## src/rtl/not_32.sv

```systemverilog
// ============================================================================
//  Module   : not_32
//  Function : Registered 32-bit bitwise-NOT ALU unit writing the 64-bit Z pair,
//             with a one-cycle valid pulse. Optional result flags are built
//             when the macro NOT_32_FLAGS_EN is defined.
//  Revision : 1.0  initial release
// ============================================================================
`default_nettype none

module not_32 (
   input  logic        clock,
   input  logic        clear,
   input  logic        in_valid,
   input  logic [31:0] x,
   input  logic [31:0] y,
   output logic [31:0] Zlow,
   output logic [31:0] Zhigh,
   output logic        out_valid,
   output logic        zero_flag,
   output logic        neg_flag,
   output logic [5:0]  ones_count
);

   logic [31:0] w_not_x;
   logic [31:0] r_zlow;
   logic [31:0] r_zhigh;
   logic        r_out_valid;

   // y exists only so every ALU unit shares one port list
   logic        w_unused_y;
   assign w_unused_y = ^y;

   assign w_not_x = ~x;

   always_ff @(posedge clock) begin
      if (clear) begin
         r_zlow      <= 32'h0;
         r_zhigh     <= 32'h0;
         r_out_valid <= 1'b0;
      end else if (in_valid) begin
         r_zlow      <= w_not_x;
         r_zhigh     <= 32'h0;
         r_out_valid <= 1'b1;
      end else begin
         r_out_valid <= 1'b0;
      end
   end

   assign Zlow      = r_zlow;
   assign Zhigh     = r_zhigh;
   assign out_valid = r_out_valid;

`ifdef NOT_32_FLAGS_EN
   logic [5:0] w_ones;
   logic       r_zero_flag;
   logic       r_neg_flag;
   logic [5:0] r_ones_count;

   always_comb begin
      w_ones = 6'd0;
      for (int i = 0; i < 32; i++) begin
         w_ones = w_ones + {5'd0, w_not_x[i]};
      end
   end

   // Flags reset to 0 rather than to the values ~0 would produce
   always_ff @(posedge clock) begin
      if (clear) begin
         r_zero_flag  <= 1'b0;
         r_neg_flag   <= 1'b0;
         r_ones_count <= 6'd0;
      end else if (in_valid) begin
         r_zero_flag  <= (w_not_x == 32'h0);
         r_neg_flag   <= w_not_x[31];
         r_ones_count <= w_ones;
      end
   end

   assign zero_flag  = r_zero_flag;
   assign neg_flag   = r_neg_flag;
   assign ones_count = r_ones_count;
`else
   assign zero_flag  = 1'b0;
   assign neg_flag   = 1'b0;
   assign ones_count = 6'd0;
`endif

endmodule

`default_nettype wire

```

## config.mk

```make
export PLATFORM = sky130hd
export DESIGN_NAME = not_32
export DESIGN_NICKNAME = d
export VERILOG_FILES = /design/src/rtl/not_32.sv
export SDC_FILE = /design/constraint.sdc
export NUM_CORES = 1
export LEC_CHECK = 0
export CAP_MARGIN = 10
export CELL_PAD_IN_SITES_DETAIL_PLACEMENT = 0
export CELL_PAD_IN_SITES_GLOBAL_PLACEMENT = 1
export CORE_MARGIN = 2
export CORE_UTILIZATION = 21
export CTS_CLUSTER_SIZE = 28
export DETAILED_ROUTE_END_ITERATION = 6
export PLACE_DENSITY_LB_ADDON = 0.1
export SYNTH_ARGS = -nofsm -noshare
export SYNTH_HDL_FRONTEND = slang
export SYNTH_SLANG_ARGS = --single-unit
export TNS_END_PERCENT = 30
```

## constraint.sdc

```tcl
create_clock -name clock -period 1.15 [get_ports clock]
set_clock_uncertainty 0.15 [all_clocks]
set_input_delay 0.2875 -clock clock [delete_from_list [all_inputs] [get_ports clock]]
set_output_delay 0.2875 -clock clock [all_outputs]
set_load 0.02 [all_outputs]
```

# Word-level counts from Yosys, hierarchy flattened

Index checks and enable logic that the tools add are counted.

Multiplexer cells: 1
Order comparisons: 0
Add/subtract/negate cells: 0
Eq/ne operators: 0
Shifts and indexed selects: 0
Div/mod/pow operators: 0
$mul: 0
Bitwise logic cells: 1
Reduce and logical (&&, ||, !) cells: 0

Operators by type and width:

| kind              | number |
|---|---|
| NOT 32 bit        | 1 |
| two-way mux 1 bit | 1 |

Bits of input ports: 67
Bits in registers: 33
Memories: 0
Bits in read-only memories: 0
Memory bits (writable): 0
Word-level logic and storage cells: 4
Bits in latches: 0

# Logic depth before layout (Yosys ltp)

Gate-level depths: netlist (run 1).

Word-level depth: 1
Gate-level depth with buffers: 4

# Least setup slack after synthesis (run 1)

Ideal clock, no wire load.

Path type: input port to flip-flop
Start point: input clear
End point: register r_zlow[20] (netlist: Zlow[20])
Arrival time: 791 ps
Cell stages on the path: 3
Setup time: 79 ps
Required time: 921 ps
Slack: 130 ps
Path buffers: 2
Cells stage by stage: clkbuf_2 buf_2 a211oi_2

RTL lines:

| what                   | RTL line | text |
|---|---|---|
| start: declaration     | 12       | `input logic clear,` |
| end signal: assignment | 41       | `r_zlow <= w_not_x;` |
| end: declaration       | 25       | `logic [31:0] r_zlow;` |

No word-level cell between the ends.

# Final worst setup path (run 1)

Start point: register r_zlow[0] (netlist: Zlow[0])
End point: output Zlow[0]

RTL lines:

| what             | RTL line | text |
|---|---|---|
| end: declaration | 16       | `output logic [31:0] Zlow,` |

No word-level cell between the ends.

==> key figures, run 1 <==
Power
  • Sw Pwr: 835 uW
  • Static leakage: 0.000975 uW
  • Reg power frac: 44.7%
  • PwrDens: 1220 mW/mm^2
  • Switching Fraction: 28.8%
  • Internal: 2060 uW
  • Gate power share: 25.3%
  • Clock power share: 30.0%
  • Worst IR Drop VDD: 0.000459 V

Detailed routing
  • Vias: 1,129
  • Routed Antenna Nets: 0
  • Final routed DRC violation total: 0
  • Final wirelength: 3.43 mm
  • Pre-antenna DRT Iters: 3
  • Vias per inst: 3.52
  • Initial DRC Count: 28
  • WL per Instance: 10.7 um

STA
  • Period Utilization, post-route: 102%
  • Setup ws final: -0.0211 ns
  • Finish-stage setup viols: 32
  • FMAX: 0.854 GHz
  • Min Tclk post-route: 1.17 ns
  • Setup repair after global routing missed its margin: true
  • Hold Slack: 0.256 ns
  • Final Hold Fails: 0
  • Max Slew Vio Count: 0

Layout
  • Ratio of cells with drive above 1 in the final layout: 48.2%
  • Layout Nets: 289
  • Area grow syn2layout: 55.1%
  • Number of inserted diodes: 0
  • Final Cell Area: 0.00237 mm^2
  • Most common cell after layout, fill and taps aside: conb_1
  • Most frequent cells in the layout: 40 x conb_1, 33 x dfxtp_2, 33 x buf_6
  • Final Util: 33.2%
  • Fillers: 749
  • Register area: 702 um^2
  • Footprint of the multi-input gates: 632 um^2

Placement
  • PortBufs: 67
  • Placement Cell Area: 0.00217 mm^2
  • Place WS: -0.225 ns
  • Routability congestion estimate: 0.684
  • Post-DP HPWL: 2.57 mm

Worst setup path
  • Crit path max-delay family: flip-flops
  • Slowest-stage cell, CP: dfxtp_2
  • Worst setup path start: Zlow[0]$_SDFFE_PP0P_
  • CP Capture Type: primary output
  • CP Launch Type: flop
  • CP peak stage delay: 0.34 ns
  • WP data arrival: 0.73 ns
  • Crit-path cells: buf_6
  • Buffers & Inverters on Critical Path: 1
  • Required @ worst endpoint: 0.71 ns
  • Critical path class: flop to primary output
  • CP max FO: 2
  • RR Startpoint: Zlow[12]$_SDFFE_PP0P_

Global routing
  • Vias in the first global route: 1,044
  • Total grt overflow: 0
  • GR Util All Layers: 8.46%
  • Initial antenna violation count: 0
  • Pin count of the biggest net entering global routing: 34
  • First-pass GRT wire length: 5.02 mm

Clock network
  • CTS hold repair buffers: 0
  • Clk sinks: 33
  • Clock Tree Root: clkbuf_8
  • CTS tree: yes
  • H-Tree Depth: 2
  • Max Root-Sink Buffers: 2
  • Num CTS Buffers: 5
  • Worst skew pair latency: 0.27 ns
  • CTS clk-pin slew, worst paths: 0.06 ns

Min path
  • Worst min-delay path class: input pin to flop
  • Worst hold path startpoint: clear

Floorplanning
  • Die ar.: 0.00798 mm^2
  • Die Span Y: 89.3 um
  • FP Rows: 31
  • IO Count: 140
  • Core Box Area: 0.00714 mm^2
  • Initial Util: 21.4%
  • Die width: 89.3 um

Logic synthesis
  • Mapped Cells: 150
  • Yosys cell types: 10
  • Number of warnings issued by yosys: 0
  • #FFs+latches synth: 33
  • Post-Syn Area: 0.00153 mm^2
  • Avg Cell Area, Syn: 10.2 um^2
  • Register area share after synthesis: 43.2%

Status
  • Status: finished with violations
  • Failing checks: negative setup slack

Job
  • # Max-Cap Violations: 0
[routing by layer]
metal | global-route usage (%) | vias up | share of wire, %
met2 | 13.5 | 55 | 49
li1 | - | 571 | -
met4 | 4.48 | 0 | 1.2
met5 | 0 | - | 0
met1 | 9.22 | 498 | 40
met3 | 4.25 | 5 | 9.7
[registers in the layout, indices dropped and copies added (netlist names)]
name	count
Zlow	32
out_valid	1
[cell type report]
cell class                      count  area share (%)
Clock buffer                        7            3.64
Timing Repair Buffer               77            34.9
Sequential cell                    33            29.6
Tap cell                           99            5.22
Multi-Input combinational cell    105            26.6
[synthesized netlist by cell type]
cell	n	area, um^2
buf_2	2	10.0
a211oi_1	9	67.6
dfxtp_1	33	661
a211oi_2	23	288
clkbuf_2	1	5.00
nor2b_1	1	6.26
buf_6	2	22.5
nor2_1	32	120
conb_1	1	3.75
buf_4	46	345
[metrics by stage]
step / power (uW) / setup TNS, ns / instances
after global routing: 3080 / -1.75 / 321
after CTS: 2980 / -1.13 / 319
final: 2900 / -0.357 / 321
after global placement: 1990 / -6.82 / 310
after floorplan: 1780 / 0 / 189
after detailed placement: 2000 / -7.11 / 310
[logic make-up after synthesis]
kind of cell           synth area share (%)
buffers and inverters                  25.0
and+or+nand+nor                        8.27
AOI/OAI and AO/OA                      23.2
other                                 0.245
DFF                                    43.2
[repair_timing]
action                     CTS  global route
resized for setup          231             0
buffers inserted             2             2
setup endpoints to repair   33            33
[tightest hold or removal path: stages]
cell and delay [ns]:
buf_2 0.14, buf_12 0.17, a211oi_2 0.04
[worst paths after layout]
kind | end | depth (start not counted) | slack, ns
worst max-delay path | Zlow[0] | 1 | -0.02
worst min-delay path | Zlow[29]$_SDFFE_PP0P_ | 3 | 0.26
worst max register to register | Zlow[12]$_SDFFE_PP0P_ | 3 | 0.29
worst min register to register | Zlow[1]$_SDFFE_PP0P_ | 2 | 0.33
[power groups by stage]
stage          sequential, uW  clock (uW)  combinational, uW
2_1_floorplan            1380           0                394
3_3_place_gp             1290           0                702
3_5_place_dp             1290           0                711
4_1_cts                  1300         947                735
5_1_grt                  1300         991                787
6_report                 1290         869                733
Note: power is estimated with default switching activity, not from simulation.
==> run 2: changes to the inputs <==
--- a/config.mk
+++ b/config.mk
@@ -5,6 +5,7 @@
 export SDC_FILE = /design/constraint.sdc
 export NUM_CORES = 1
 export LEC_CHECK = 0
+export ABC_AREA = 0
 export CAP_MARGIN = 10
 export CELL_PAD_IN_SITES_DETAIL_PLACEMENT = 0
 export CELL_PAD_IN_SITES_GLOBAL_PLACEMENT = 1
==> results of run 2 <==
The final DEF is identical to that of run 1; final timing and power are the same.
